## src/rtl/uart_pkg.sv

```systemverilog
// uart_pkg -- shared types and helpers for the oversampling UART receiver.
//   state_t      : receiver FSM states
//   PARITY_*     : accepted values of the PARITY parameter
//   os_div()     : clocks per 16x oversample tick, rounded to nearest
package uart_pkg;

  typedef enum logic [2:0] {
    S_IDLE,
    S_START,
    S_DATA,
    S_PARITY,
    S_STOP,
    S_WAIT_HIGH
  } state_t;

  localparam logic [31:0] PARITY_NONE = "NONE";
  localparam logic [31:0] PARITY_EVEN = "EVEN";
  localparam logic [31:0] PARITY_ODD  = {8'h00, "ODD"};

  // round(clk / (baud * 16)) in integer arithmetic
  function automatic int os_div(input int clk, input int baud);
    return (clk + baud * 8) / (baud * 16);
  endfunction

endpackage

```

## src/rtl/uart_rx_os_if.sv

```systemverilog
// uart_rx_os_if -- received-frame bus of the UART receiver.
//   rx_frame     : last received data word, LSB first on the line
//   rx_done      : one-cycle pulse per completed frame
//   frame_error  : one-cycle pulse with rx_done, stop bit was low
//   parity_error : one-cycle pulse with rx_done, parity mismatch
// master = receiver (drives), slave = consumer.
interface uart_rx_os_if #(
  parameter int FRAME_WD = 8
) ();

  logic [FRAME_WD-1:0] rx_frame;
  logic                rx_done;
  logic                frame_error;
  logic                parity_error;

  modport master (output rx_frame, rx_done, frame_error, parity_error);
  modport slave  (input  rx_frame, rx_done, frame_error, parity_error);

endinterface

```

## src/rtl/uart_os_tick.sv

```systemverilog
// uart_os_tick -- 16x oversample tick generator.
//   clk   : system clock
//   rst   : synchronous active-high reset
//   clear : holds the divider at 0 (receiver idle / start edge)
//   tick  : one-cycle pulse every os_div(CLK_FREQUENCE, BAUD_RATE) clocks
module uart_os_tick
  import uart_pkg::*;
#(
  parameter int CLK_FREQUENCE = 50_000_000,
  parameter int BAUD_RATE     = 9600
) (
  input  logic clk,
  input  logic rst,
  input  logic clear,
  output logic tick
);

  localparam int DIV_RAW = os_div(CLK_FREQUENCE, BAUD_RATE);
  localparam int DIV     = (DIV_RAW < 1) ? 1 : DIV_RAW;
  localparam int CW      = (DIV > 1) ? $clog2(DIV) : 1;

  logic [CW-1:0] cnt_reg;

  // Tick fires on the last count, so the first tick after clear lands
  // exactly DIV clocks after clear drops.
  assign tick = !clear && (cnt_reg == CW'(DIV - 1));

  always_ff @(posedge clk) begin
    if (rst || clear || tick) begin
      cnt_reg <= '0;
    end else begin
      cnt_reg <= cnt_reg + CW'(1);
    end
  end

endmodule

```

## src/rtl/uart_rx_os.sv

```systemverilog
// uart_rx_os -- 16x oversampling UART receiver.
//   clk     : system clock (rising edge)
//   rst     : synchronous active-high reset
//   uart_rx : asynchronous serial line, idle high
//   rx_bus  : frame output bus (rx_frame, rx_done, frame_error, parity_error)
// Build option: define UART_RX_MAJORITY_EN to decide each bit (including
// the start-bit check) by 2-of-3 majority of ticks 7/8/9; otherwise the
// single tick-8 sample is used.
module uart_rx_os
  import uart_pkg::*;
#(
  parameter int          CLK_FREQUENCE = 50_000_000,
  parameter int          BAUD_RATE     = 9600,
  parameter logic [31:0] PARITY        = "NONE",
  parameter int          FRAME_WD      = 8
) (
  input  logic         clk,
  input  logic         rst,
  input  logic         uart_rx,
  uart_rx_os_if.master rx_bus
);

  localparam bit HAS_PARITY = (PARITY != PARITY_NONE);
  localparam bit ODD_PARITY = (PARITY == PARITY_ODD);
  localparam int BW         = (FRAME_WD > 1) ? $clog2(FRAME_WD) : 1;

  // os_cnt_reg holds the number of ticks already seen in the current bit,
  // so tick N arrives while os_cnt_reg == N-1.
`ifdef UART_RX_MAJORITY_EN
  localparam logic [3:0] EVAL_CNT = 4'd8;  // decide on tick 9
`else
  localparam logic [3:0] EVAL_CNT = 4'd7;  // decide on tick 8
`endif

  state_t              state_reg, state_next;
  logic                sync1_reg, sync2_reg, prev_reg;
  logic [3:0]          os_cnt_reg;
  logic [BW-1:0]       bit_cnt_reg;
  logic [FRAME_WD-1:0] shift_reg, frame_reg;
  logic                par_err_reg;
  logic                done_reg, ferr_reg, perr_reg;
  logic                tick, clear, fall, bit_evt, bit_val;

  assign clear   = (state_reg == S_IDLE);
  assign fall    = prev_reg && !sync2_reg;
  assign bit_evt = tick && (os_cnt_reg == EVAL_CNT);

`ifdef UART_RX_MAJORITY_EN
  // samp_reg[1] = tick 7 sample, samp_reg[0] = tick 8, sync2_reg = tick 9
  logic [1:0] samp_reg;

  always_ff @(posedge clk) begin
    if (rst) begin
      samp_reg <= 2'b11;
    end else if (tick) begin
      samp_reg <= {samp_reg[0], sync2_reg};
    end
  end

  assign bit_val = (samp_reg[1] & samp_reg[0]) | (samp_reg[1] & sync2_reg) |
                   (samp_reg[0] & sync2_reg);
`else
  assign bit_val = sync2_reg;
`endif

  uart_os_tick #(
    .CLK_FREQUENCE(CLK_FREQUENCE),
    .BAUD_RATE    (BAUD_RATE)
  ) u_tick (
    .clk  (clk),
    .rst  (rst),
    .clear(clear),
    .tick (tick)
  );

  always_ff @(posedge clk) begin
    if (rst) begin
      state_reg <= S_IDLE;
    end else begin
      state_reg <= state_next;
    end
  end

  // Edges are only looked for in IDLE; a falling edge inside a frame
  // never resynchronises the bit timing.
  always_comb begin
    state_next = state_reg;
    case (state_reg)
      S_IDLE:      if (fall) state_next = S_START;
      S_START:     if (bit_evt) state_next = bit_val ? S_IDLE : S_DATA;
      S_DATA: begin
        if (bit_evt && (bit_cnt_reg == BW'(FRAME_WD - 1))) begin
          state_next = HAS_PARITY ? S_PARITY : S_STOP;
        end
      end
      S_PARITY:    if (bit_evt) state_next = S_STOP;
      S_STOP:      if (bit_evt) state_next = bit_val ? S_IDLE : S_WAIT_HIGH;
      S_WAIT_HIGH: if (sync2_reg) state_next = S_IDLE;
      default:     state_next = S_IDLE;
    endcase
  end

  always_ff @(posedge clk) begin
    if (rst) begin
      sync1_reg   <= 1'b1;
      sync2_reg   <= 1'b1;
      prev_reg    <= 1'b1;
      os_cnt_reg  <= '0;
      bit_cnt_reg <= '0;
      shift_reg   <= '0;
      frame_reg   <= '0;
      par_err_reg <= 1'b0;
      done_reg    <= 1'b0;
      ferr_reg    <= 1'b0;
      perr_reg    <= 1'b0;
    end else begin
      sync1_reg <= uart_rx;
      sync2_reg <= sync1_reg;
      prev_reg  <= sync2_reg;
      done_reg  <= 1'b0;
      ferr_reg  <= 1'b0;
      perr_reg  <= 1'b0;

      if (state_reg == S_IDLE) begin
        os_cnt_reg  <= '0;
        bit_cnt_reg <= '0;
        par_err_reg <= 1'b0;
      end else if (tick) begin
        os_cnt_reg <= os_cnt_reg + 4'd1;  // wraps every 16 ticks = one bit
      end

      if (bit_evt) begin
        case (state_reg)
          S_DATA: begin
            shift_reg   <= {bit_val, shift_reg[FRAME_WD-1:1]};
            bit_cnt_reg <= bit_cnt_reg + BW'(1);
          end
          // even: expected bit = ^data; odd: its complement
          S_PARITY: par_err_reg <= bit_val ^ (^shift_reg) ^ ODD_PARITY;
          S_STOP: begin
            frame_reg <= shift_reg;
            done_reg  <= 1'b1;
            ferr_reg  <= !bit_val;
            perr_reg  <= par_err_reg;
          end
          default: ;
        endcase
      end
    end
  end

  assign rx_bus.rx_frame     = frame_reg;
  assign rx_bus.rx_done      = done_reg;
  assign rx_bus.frame_error  = ferr_reg;
  assign rx_bus.parity_error = perr_reg;

endmodule

```

## src/flat_wrapper.sv

```systemverilog
// flat-port wrapper written by rule: the top's interface ports become plain ports
module uart_rx_os_flat import uart_pkg::*;
#(
  parameter int          CLK_FREQUENCE = 50_000_000,
  parameter int          BAUD_RATE     = 9600,
  parameter logic [31:0] PARITY        = "    ",
  parameter int          FRAME_WD      = 8
)
  (clk, rst, uart_rx, rx_bus_rx_frame, rx_bus_rx_done, rx_bus_frame_error, rx_bus_parity_error);
  uart_rx_os_if #(.FRAME_WD(FRAME_WD)) rx_bus_i ();
  input  logic clk;
  input  logic rst;
  input  logic uart_rx;
  output wire logic [$bits(rx_bus_i.rx_frame)-1:0] rx_bus_rx_frame;
  output wire logic [$bits(rx_bus_i.rx_done)-1:0] rx_bus_rx_done;
  output wire logic [$bits(rx_bus_i.frame_error)-1:0] rx_bus_frame_error;
  output wire logic [$bits(rx_bus_i.parity_error)-1:0] rx_bus_parity_error;
  assign rx_bus_rx_frame = rx_bus_i.rx_frame;
  assign rx_bus_rx_done = rx_bus_i.rx_done;
  assign rx_bus_frame_error = rx_bus_i.frame_error;
  assign rx_bus_parity_error = rx_bus_i.parity_error;
  uart_rx_os #(.CLK_FREQUENCE(CLK_FREQUENCE), .BAUD_RATE(BAUD_RATE), .PARITY(PARITY), .FRAME_WD(FRAME_WD)) u_core (.clk(clk), .rst(rst), .uart_rx(uart_rx), .rx_bus(rx_bus_i));
endmodule
```

## config.mk

```make
export PLATFORM = sky130hd
export DESIGN_NAME = uart_rx_os_flat
export DESIGN_NICKNAME = d
export VERILOG_FILES = /design/src/rtl/uart_pkg.sv /design/src/rtl/uart_rx_os_if.sv /design/src/rtl/uart_os_tick.sv /design/src/rtl/uart_rx_os.sv /design/src/flat_wrapper.sv
export SDC_FILE = /design/constraint.sdc
export NUM_CORES = 1
export LEC_CHECK = 0
export ABC_AREA = 1
export BUFFER_PORTS_ARGS = -buffer_cell sky130_fd_sc_hd__buf_2
export CAP_MARGIN = 30
export CORE_AREA = 3 3 72 87
export CTS_CLUSTER_DIAMETER = 100
export DETAILED_ROUTE_END_ITERATION = 8
export DIE_AREA = 0 0 75 90
export GPL_ROUTABILITY_DRIVEN = 1
export MAX_ROUTING_LAYER = met4
export PLACE_DENSITY = 0.49
export SYNTH_ARGS = -nofsm -noshare
export SYNTH_HDL_FRONTEND = slang
export SYNTH_SLANG_ARGS = --single-unit
```

## constraint.sdc

```tcl
create_clock -name clk -period 1.65 [get_ports clk]
set_clock_uncertainty 0.05 [all_clocks]
set_input_delay 0.33 -clock clk [delete_from_list [all_inputs] [get_ports clk]]
set_output_delay 0.33 -clock clk [all_outputs]
set_load 0.01 [all_outputs]
```

==> results.md, run 1 <==
* Leakage at 0.000930 uW
* Final setup viols at 1
* Cells on worst reg2reg path at 12
* Inserted Clock Buffers at 5
* Synthesized area per cell at around 7.8 um2
* Post-synth ARST share at 0
* Initial DRC count at 55
* Max VDD drop at 0.496 mV
* #FFs+latches synth at 42
* I/O pin count at 14
* Startpoint types: register
* Clock root cell: clkbuf_8
* First-pass GRT wire length at 6.60 mm
* Register area share after synthesis at 0.442
* Largest net degree at the start of global routing at 24
* WL/cell at 11.2 um
* Final net count at 282
* Worst EP required at about 1800 ps
* Final HPWL DP at 2.72 mm
* Hold_ws at 172 ps
* Synth Net Count at 251
* I/O Buffers at 13
* Crit share post-route at 1.01
* EDFF count, synth at 0
* Cells after Synth at 243
* Unrepaired setup endpoints after global routing: true
* Yosys warns at 0
* Number of diodes at 0
* GRT Residual Overflow at 0
* H-tree depth at 2
* Pwr dens at between 1000 and 1500 mW/mm2
* Die W at 75 um
* Post-route worst setup slack at -13.3 ps
* Max_slew headroom at 0.818
* Total number of vias at 1589
* Crit path capture type: register
* Final min period at 1660 ps
* Core area at 0.00541 mm2
* WP data arrival at between 1500 and 2000 ps
* Slew Limit Fails at 0
* Clk Latency, worst-skew pair at 300 ps
* Clock buffer depth at 2
* Clock transition at path regs at 90 ps
* Final hold violation count at 0
* Initial Utilization at 0.352
* Hold-fix buffers, CTS at 0
* CP max FO at 6
* Vias per cell at between 4 and 5
* Clock sink count at 42
* Placer Congestion at slightly below 0.8
* Initial antenna violation count at 0
* Layout cells sized above 1 at 0.276
* Largest register FFs at 9
* Die Ht at 90 um
* Failing checks: setup timing
* GRT Total Usage at 0.127
* Fmax at 601 MHz
* Number of iterations in the first detailed-routing pass at 4
* CTS tree: done
* Main synth FF type: dfxtp_1
* Rows at 29
* Synthesis-to-layout area growth at 22.0%
* Full die area at ~0.0068 mm2
* Post-Route WL at 3.78 mm
* Residual DRC at 0
* Status: finished, violations left
* Number of global-route vias before repair at 1490
* ANT nets after route at 0
* Synth unique cells at 33
* Hold path depth at 2
* Slew @ Worst Pin at ~270 ps
* Max-cap violation count at 0
* Hold crit path type: primary input to register
* Final TNS setup at -13.3 ps
* Crit Path Category: register to register
* Cell Area, Synth at 0.00190 mm2
final timing paths:
check	startpoint	to	slack, ps
worst min-delay path	uart_rx	u_core.sync1_reg$_SDFF_PP1_	170
worst max register to register	u_core.u_tick.cnt_reg[1]$_SDFF_PP0_	u_core.rx_bus.rx_frame[6]$_SDFFE_PP0P_	-10
worst max-delay path	u_core.u_tick.cnt_reg[1]$_SDFF_PP0_	u_core.rx_bus.rx_frame[6]$_SDFFE_PP0P_	-10
worst min register to register	u_core.sync1_reg$_SDFF_PP1_	u_core.bit_val$_SDFF_PP1_	390
cell usage after synthesis (2+ instances only):
library cell	instances	share of area
a21oi_1	21	0.055
a21oi_2	2	0.0092
a31oi_1	2	0.0066
buf_6	3	0.018
dfxtp_1	42	0.44
ha_1	5	0.033
inv_1	32	0.063
nand2_1	41	0.081
nand2_2	3	0.0099
nand3_1	8	0.021
nand4_1	4	0.013
nor2_1	23	0.045
nor2_2	2	0.0066
nor2_4	4	0.024
nor3_1	8	0.021
nor3b_1	2	0.0079
o21ai_0	16	0.042
o21ai_1	4	0.011
or2_2	4	0.013
xnor2_1	4	0.018
where the power goes:
part / total [uW] / leakage [uW] / internal [uW] / switching [uW]
clock: 685 / 0.0000408 / 303 / 382
combinational: 663 / 0.000548 / 215 / 448
sequential: 1120 / 0.000341 / 1070 / 47.8
repair_timing:
action | CTS | global route
setup endpoints to repair | 0 | 36
buffers inserted | 0 | 8
gates resized for setup | 0 | 30
metrics by stage:
step | util | setup WS [ps] | cells | total power, uW | instance area [um2]
detailed placement | 0.386 | 15.9 | 321 | 1790 | 2090
global route | 0.429 | -120 | 337 | 2650 | 2320
floorplan | - | 155 | 243 | 1650 | 1900
global placement | 0.386 | 33.0 | 321 | 1800 | 2090
finish | 0.429 | -13.3 | 337 | 2470 | 2320
CTS | 0.403 | 2.25 | 329 | 2490 | 2180
placed cells by master, fill, tap and decap left out, types with 3 or more instances in the layout:
cell      count
a21oi_1      21
buf_2        13
buf_4        12
clkbuf_8      5
dfxtp_1      38
dfxtp_2       4
ha_1          3
inv_1        29
inv_2         3
nand2_1      39
nand2_2       5
nand3_1       8
nand4_1       4
nor2_1       18
nor2_2        5
nor2_4        6
nor3_1        7
o21ai_0      15
o21ai_1       4
or2_2         4
xnor2_1       4
cell families (layout without fill, tap and decap cells):
family,Yosys count,in the layout,share of synthesized area
XOR/XNOR,5,5,0.0230
flip-flops,42,42,0.442
AND/OR/NAND/NOR,105,105,0.280
AO/OA/AOI/OAI,47,47,0.131
buffers and inverters,39,71,0.0907
adder cells (fa/ha/maj),5,5,0.0329
worst max-delay path, stage by stage, from the launching register on:
cell	delay (ps)
dfxtp_2	340
inv_2	60
ha_4	110
nand2_1	40
inv_1	60
nand2_2	60
nor2_4	160
nand3_4	120
nor2_4	200
buf_12	130
buf_8	100
o21ai_2	40
a21oi_1	120
routing by layer:
layer,GRT usage,routed length [um]
met1,0.155,1830
met2,0.198,1850
met3,0.0368,69
met4,0.0401,31
met5,-,0
layout make-up:
class,instances,area [um2]
Fill cell,559,3090
Multi-Input combinational cell,162,951
Sequential cell,42,846
Timing Repair Buffer,29,221
Inverter,34,133
Tap cell,62,77.6
Clock buffer,5,68.8
Clock inverter,3,23.8
Note: power is estimated with default switching activity, not from simulation.
==> run 2: changes to the inputs <==
--- a/config.mk
+++ b/config.mk
@@ -14,7 +14,6 @@
 export DIE_AREA = 0 0 75 90
 export GPL_ROUTABILITY_DRIVEN = 1
 export MAX_ROUTING_LAYER = met4
-export PLACE_DENSITY = 0.49
 export SYNTH_ARGS = -nofsm -noshare
 export SYNTH_HDL_FRONTEND = slang
 export SYNTH_SLANG_ARGS = --single-unit
==> run 2 against run 1 <==
Compared with the run above: the run now ends clean; design area stayed put; die area stayed put; non-clock buffer count is 4 lower.
==> results.md, run 2 (synthesis gave the netlist of run 1 again) <==
* First-pass GRT wire length at 6.59 mm (was 6.60 mm)
* ANT nets after route at 0 (unchanged)
* Number of iterations in the first detailed-routing pass at 3 (was 4)
* Largest net degree at the start of global routing at 20 (was 24)
* Crit path buf inv count at 3 (was 4)
* CTS tree: done (unchanged)
* Synthesis-to-layout area growth at 22.0% (unchanged)
* Die Ht at 90 um (unchanged)
* Core area at 0.00541 mm2 (unchanged)
* Commonest non-fill, non-tap cells in the layout: 40 x dfxtp_1, 38 x nand2_1, 29 x inv_1 (was 39 x nand2_1, 38 x dfxtp_1, 29 x inv_1)
* I/O Buffers at 13 (unchanged)
* Total number of vias at 1572 (was 1589)
* Max VDD drop at 0.515 mV (was 0.496 mV)
* Initial DRC count at 37 (was 55)
* H-tree depth at 2 (unchanged)
* DP Cell Count at 323 (was 321)
* Fmax at 617 MHz (was 601 MHz)
* DP Area at 0.00209 mm2 (about the same)
* Dpl ws at 42.8 ps (was 15.9 ps)
* Slew Limit Fails at 0 (unchanged)
* Crit path capture type: register (unchanged)
* Rows at 29 (unchanged)
* Cell Chain, Critical Path: inv_2, ha_4, nand2_1, inv_1, nand2_2, nor2_4, nand3_4, nor2_4, buf_6, nand2_2, nand2_1, a21oi_1 (was inv_2, ha_4, nand2_1, inv_1, nand2_2, nor2_4, nand3_4, nor2_4, buf_12, buf_8, o21ai_2, a21oi_1)
* Max_slew headroom at 0.802 (was 0.818)
* Pwr dens at 1140 mW/mm2 (was 1060 mW/mm2)
* Clock transition at path regs at 90 ps (about the same)
* Post-route worst setup slack at 29.4 ps (was -13.3 ps)
* Inserted Clock Buffers at 5 (unchanged)
* Final Util at 0.429 (unchanged)
* Final min period at 1620 ps (was 1660 ps)
* Hold crit path type: primary input to register (unchanged)
* Post-Route WL at 3.69 mm (was 3.78 mm)
* Die W at 75 um (unchanged)
* Residual DRC at 0 (unchanged)
* I/O pin count at 14 (unchanged)
* Crit share post-route at 0.982 (was 1.01)
* Largest register FFs at 9 (unchanged)
* Startpoint types: register (unchanged)
* Max-cap violation count at 0 (unchanged)
* Crit Path Category: register to register (unchanged)
* Placer Congestion at 0.772 (was 0.776)
* Clock sink count at 42 (unchanged)
* WL/cell at 11.1 um (was 11.2 um)
* Unrepaired setup endpoints after global routing: true (unchanged)
* Slew @ Worst Pin at 295 ps (was 272 ps)
* Initial antenna violation count at 0 (unchanged)
* Leakage at 0.000934 uW (was 0.000930 uW)
* Final net count at 278 (was 282)
* Initial Utilization at 0.352 (unchanged)
* Leading cell type in the layout, fill and taps excluded: dfxtp_1 (was nand2_1)
* Final HPWL DP at 2.71 mm (was 2.72 mm)
* CP max FO at 5 (was 6)
* Layout cells sized above 1 at 0.299 (was 0.276)
* WP data arrival at 1760 ps (was 1850 ps)
* Final hold violation count at 0 (unchanged)
* Number of diodes at 0 (unchanged)
* Clock buffer depth at 2 (unchanged)
* Hold-fix buffers, CTS at 0 (unchanged)
* Status: finished clean (was finished, violations left)
* Worst path top cell family by delay: simple AND/OR/NAND/NOR gates (unchanged)
* GRT Residual Overflow at 0 (unchanged)
* Finished Layout Cells at 333 (was 337)
* Clk Latency, worst-skew pair at 300 ps (about the same)
* Vias per cell at 4.72 (about the same)
* Clock root cell: clkbuf_8 (unchanged)
* Full die area at 0.00675 mm2 (unchanged)
* Number of global-route vias before repair at 1562 (was 1490)
* Critical Path Max Stage Delay at 340 ps (about the same)
* Final setup viols at 0 (was 1)
* Final instance area at 0.00232 mm2 (unchanged)
* Worst EP required at 1790 ps (was 1830 ps)
* GRT Total Usage at 0.126 (was 0.127)
* CP max stage cell: dfxtp_2 (unchanged)
==> run 2: cell count changes in the layout (fill, tap and decap cells not counted), moves of 3 or more <==
cell | previous run | this run
a21oi_2 | 2 | 6
a21oi_1 | 21 | 17
buf_4 | 12 | 7
o21ai_2 | 2 | 11
nor2_1 | 18 | 21
buf_6 | 1 | 4
o21ai_0 | 15 | 5
==> run 2: power by group <==
part | total [uW] | switching [uW] | internal, uW
clock | 837 | 383 | 454
combinational | 693 | 461 | 232
sequential | 1120 | 49.2 | 1070
==> run 2: final timing paths <==
check | from | to | slack, ps | depth (start not counted)
worst max-delay path | u_core.u_tick.cnt_reg[1]$_SDFF_PP0_ | u_core.bit_cnt_reg[0]$_SDFF_PP0_ | 30 | 12
worst min-delay path | uart_rx | u_core.sync1_reg$_SDFF_PP1_ | 160 | 2
worst max register to register | u_core.u_tick.cnt_reg[1]$_SDFF_PP0_ | u_core.bit_cnt_reg[0]$_SDFF_PP0_ | 30 | 12
worst min register to register | u_core.sync1_reg$_SDFF_PP1_ | u_core.bit_val$_SDFF_PP1_ | 370 | 1
==> run 2: per-stage QoR <==
stage / total power (uW) / hold WS [ps] / TNS [ps]
6_report: 2650 / 159 / 0
3_3_place_gp: 1800 / 345 / 0
4_1_cts: 2650 / 149 / 0
3_5_place_dp: 1810 / 349 / 0
5_1_grt: 2830 / 134 / -1750
2_1_floorplan: 1650 / 339 / 0
==> run 2: routing by layer <==
metal,GRT usage,up-vias,part of all wire
met5,-,-,0
met4,0.0415,0,0.010
met3,0.0435,4,0.030
met2,0.203,13,0.52
met1,0.142,719,0.44
li1,-,836,-
==> run 2: what timing repair did <==
| action | 4_1_cts | 5_1_grt |
|---|---|---|
| hold endpoints to repair | 0 | 0 |
| resized for setup | 0 | 43 |
| buffers inserted | 0 | 2 |
| endpoints found under the setup margin | 0 | 31 |
==> run 2: cell type report <==
cell class	count	area, um2
clock buffer	5	68.8
clock inverter	3	43.8
fill	551	3090
inverter	34	128
multi-input combinational	162	977
sequential	42	843
tap	62	77.6
timing repair buffer	25	183
==> run 3: changes to the inputs <==
--- a/config.mk
+++ b/config.mk
@@ -14,6 +14,8 @@
 export DIE_AREA = 0 0 75 90
 export GPL_ROUTABILITY_DRIVEN = 1
 export MAX_ROUTING_LAYER = met4
+export PLACE_DENSITY_LB_ADDON = 0.05
+export SKIP_LAST_GASP = 1
 export SYNTH_ARGS = -nofsm -noshare
 export SYNTH_HDL_FRONTEND = slang
 export SYNTH_SLANG_ARGS = --single-unit
==> run 3 against run 2 <==
Compared with the run above: sequential power hardly changed; via count is 0.51% higher; design area is 1.3% lower; critical path depth is 1 lower; die area stayed put; utilization is 0.56 points lower; sequential share of layout area is 0.59 points higher; non-clock buffer count is 6 higher; largest cell class unchanged; critical endpoint is now u_core.rx_bus.rx_frame[1]$_SDFFE_PP0P_; maximum frequency is 2.0% higher; sequential cell count stayed put.
==> results.md, run 3 (synthesis gave the netlist of run 1 again) <==
* Commonest non-fill, non-tap cells in the layout: 38 x nand2_1, 38 x dfxtp_1, 29 x inv_1 (was 40 x dfxtp_1, 38 x nand2_1, 29 x inv_1)
* DP Cell Count at 326 (was 323)
* Die W at 75 um (unchanged)
* Clock buffer depth at 2 (unchanged)
* Crit path buf inv count at 3 (unchanged)
* Number of global-route vias before repair at 1578 (was 1562)
* I/O pin count at 14 (unchanged)
* Startpoint types: register (unchanged)
* Vias per cell at 4.66 (was 4.72)
* Initial Utilization at 0.352 (unchanged)
* Largest register FFs at 9 (unchanged)
* Number of diodes at 0 (unchanged)
* Number of iterations in the first detailed-routing pass at 4 (was 3)
* Layout cells sized above 1 at 0.278 (was 0.299)
* Status: finished clean (unchanged)
* Crit Path Category: register to register (unchanged)
* Clk Latency, worst-skew pair at 300 ps (about the same)
* Fillers at 591 (was 551)
* Clock sink count at 42 (unchanged)
* Crit path capture type: register (unchanged)
* Finished Layout Cells at 339 (was 333)
* Worst EP required at 1830 ps (was 1790 ps)
* Final setup viols at 0 (unchanged)
* Placer Congestion at 0.732 (was 0.772)
* Synthesis-to-layout area growth at 20.4% (was 22.0%)
* Hold crit path type: primary input to register (unchanged)
* Initial DRC count at 32 (was 37)
* Residual DRC at 0 (unchanged)
* Unrepaired setup endpoints after global routing: true (unchanged)
* Max-cap violation count at 0 (unchanged)
* CTS tree: done (unchanged)
* Max VDD drop at 0.453 mV (was 0.515 mV)
* Cell Chain, Critical Path: inv_2, ha_4, nand2_2, inv_2, nand2_2, nor2_4, nand3_4, nor2_4, buf_6, o21ai_0, a21oi_1 (was inv_2, ha_4, nand2_1, inv_1, nand2_2, nor2_4, nand3_4, nor2_4, buf_6, nand2_2, nand2_1, a21oi_1)
* Worst path top cell family by delay: simple AND/OR/NAND/NOR gates (unchanged)
* Hold_ws at 159 ps (about the same)
* ANT nets after route at 0 (unchanged)
* Slew @ Worst Pin at 315 ps (was 295 ps)
* WP data arrival at 1760 ps (about the same)
* WL/cell at 11.6 um (was 11.1 um)
* Die Ht at 90 um (unchanged)
* Initial antenna violation count at 0 (unchanged)
* Dpl ws at 54.0 ps (was 42.8 ps)
* Final hold violation count at 0 (unchanged)
* CP max stage cell: dfxtp_2 (unchanged)
* Slew Limit Fails at 0 (unchanged)
* Max_slew headroom at 0.788 (was 0.802)
* Fmax at 630 MHz (was 617 MHz)
* Clock transition at path regs at 90 ps (about the same)
* Total number of vias at 1580 (was 1572)
* Leakage at 0.000935 uW (was 0.000934 uW)
* Core area at 0.00541 mm2 (unchanged)
* Post-Route WL at 3.94 mm (was 3.69 mm)
* Final min period at 1590 ps (was 1620 ps)
* Power after layout at 2500 uW (was 2650 uW)
* Pwr dens at 1090 mW/mm2 (was 1140 mW/mm2)
* Final net count at 284 (was 278)
* GRT Residual Overflow at 0 (unchanged)
* H-tree depth at 2 (unchanged)
* Full die area at 0.00675 mm2 (unchanged)
* Crit share post-route at 0.963 (was 0.982)
* Post-route worst setup slack at 61.6 ps (was 29.4 ps)
* Rows at 29 (unchanged)
* First-pass GRT wire length at 7.03 mm (was 6.59 mm)
* CP max FO at 6 (was 5)
* Final HPWL DP at 2.99 mm (was 2.71 mm)
* Clock root cell: clkbuf_8 (unchanged)
* I/O Buffers at 13 (unchanged)
* GRT Total Usage at 0.135 (was 0.126)
* Critical Path Max Stage Delay at 330 ps (was 340 ps)
* Inserted Clock Buffers at 5 (unchanged)
* Largest net degree at the start of global routing at 24 (was 20)
==> run 3: final timing paths <==
kind | start | end | slack, ps | cells past startpoint
worst min register to register | u_core.sync1_reg$_SDFF_PP1_ | u_core.bit_val$_SDFF_PP1_ | 370 | 1
worst max-delay path | u_core.u_tick.cnt_reg[1]$_SDFF_PP0_ | u_core.rx_bus.rx_frame[1]$_SDFFE_PP0P_ | 60 | 11
worst max register to register | u_core.u_tick.cnt_reg[1]$_SDFF_PP0_ | u_core.rx_bus.rx_frame[1]$_SDFFE_PP0P_ | 60 | 11
worst min-delay path | uart_rx | u_core.sync1_reg$_SDFF_PP1_ | 160 | 2
==> run 3: what timing repair did <==
item / CTS / global route
endpoints found under the setup margin: 0 / 37
hold endpoints to repair: 0 / 0
resized for setup: 0 / 27
hold buffers: 0 / 0
buffers inserted: 0 / 5
==> run 3: power breakdown <==
group          total [uW]  internal, uW  switching [uW]
Sequential           1120          1070            48.5
Combinational         714           251             463
Clock                 672           297             374
Total                2500          1620             886
==> run 3: through the flow <==
step | cell area, um2 | TNS, ps | util
final | 2290 | 0 | 0.424
after CTS | 2190 | 0 | 0.405
after global placement | 2100 | 0 | 0.388
after detailed placement | 2100 | 0 | 0.388
after floorplan | 1900 | 0 | -
after global routing | 2290 | -793 | 0.424
==> run 3: layout make-up <==
| type | instances | area, um2 | share of cell area |
|---|---|---|---|
| clock buffer | 5 | 68.8 | 0.0300 |
| clock inverter | 3 | 21.3 | 0.00928 |
| inverter | 34 | 128 | 0.0557 |
| multi-input combinational | 162 | 938 | 0.410 |
| sequential | 42 | 846 | 0.369 |
| tap | 62 | 77.6 | 0.0339 |
| timing repair buffer | 31 | 211 | 0.0923 |
==> run 3: metal layers <==
layer	up-vias	share of wire	track usage	routed length, um
met5	-	0	-	0
met1	716	0.43	0.153	1690
met2	11	0.53	0.225	2100
met4	0	0.018	0.0490	70
li1	847	-	-	-
met3	6	0.022	0.0335	86
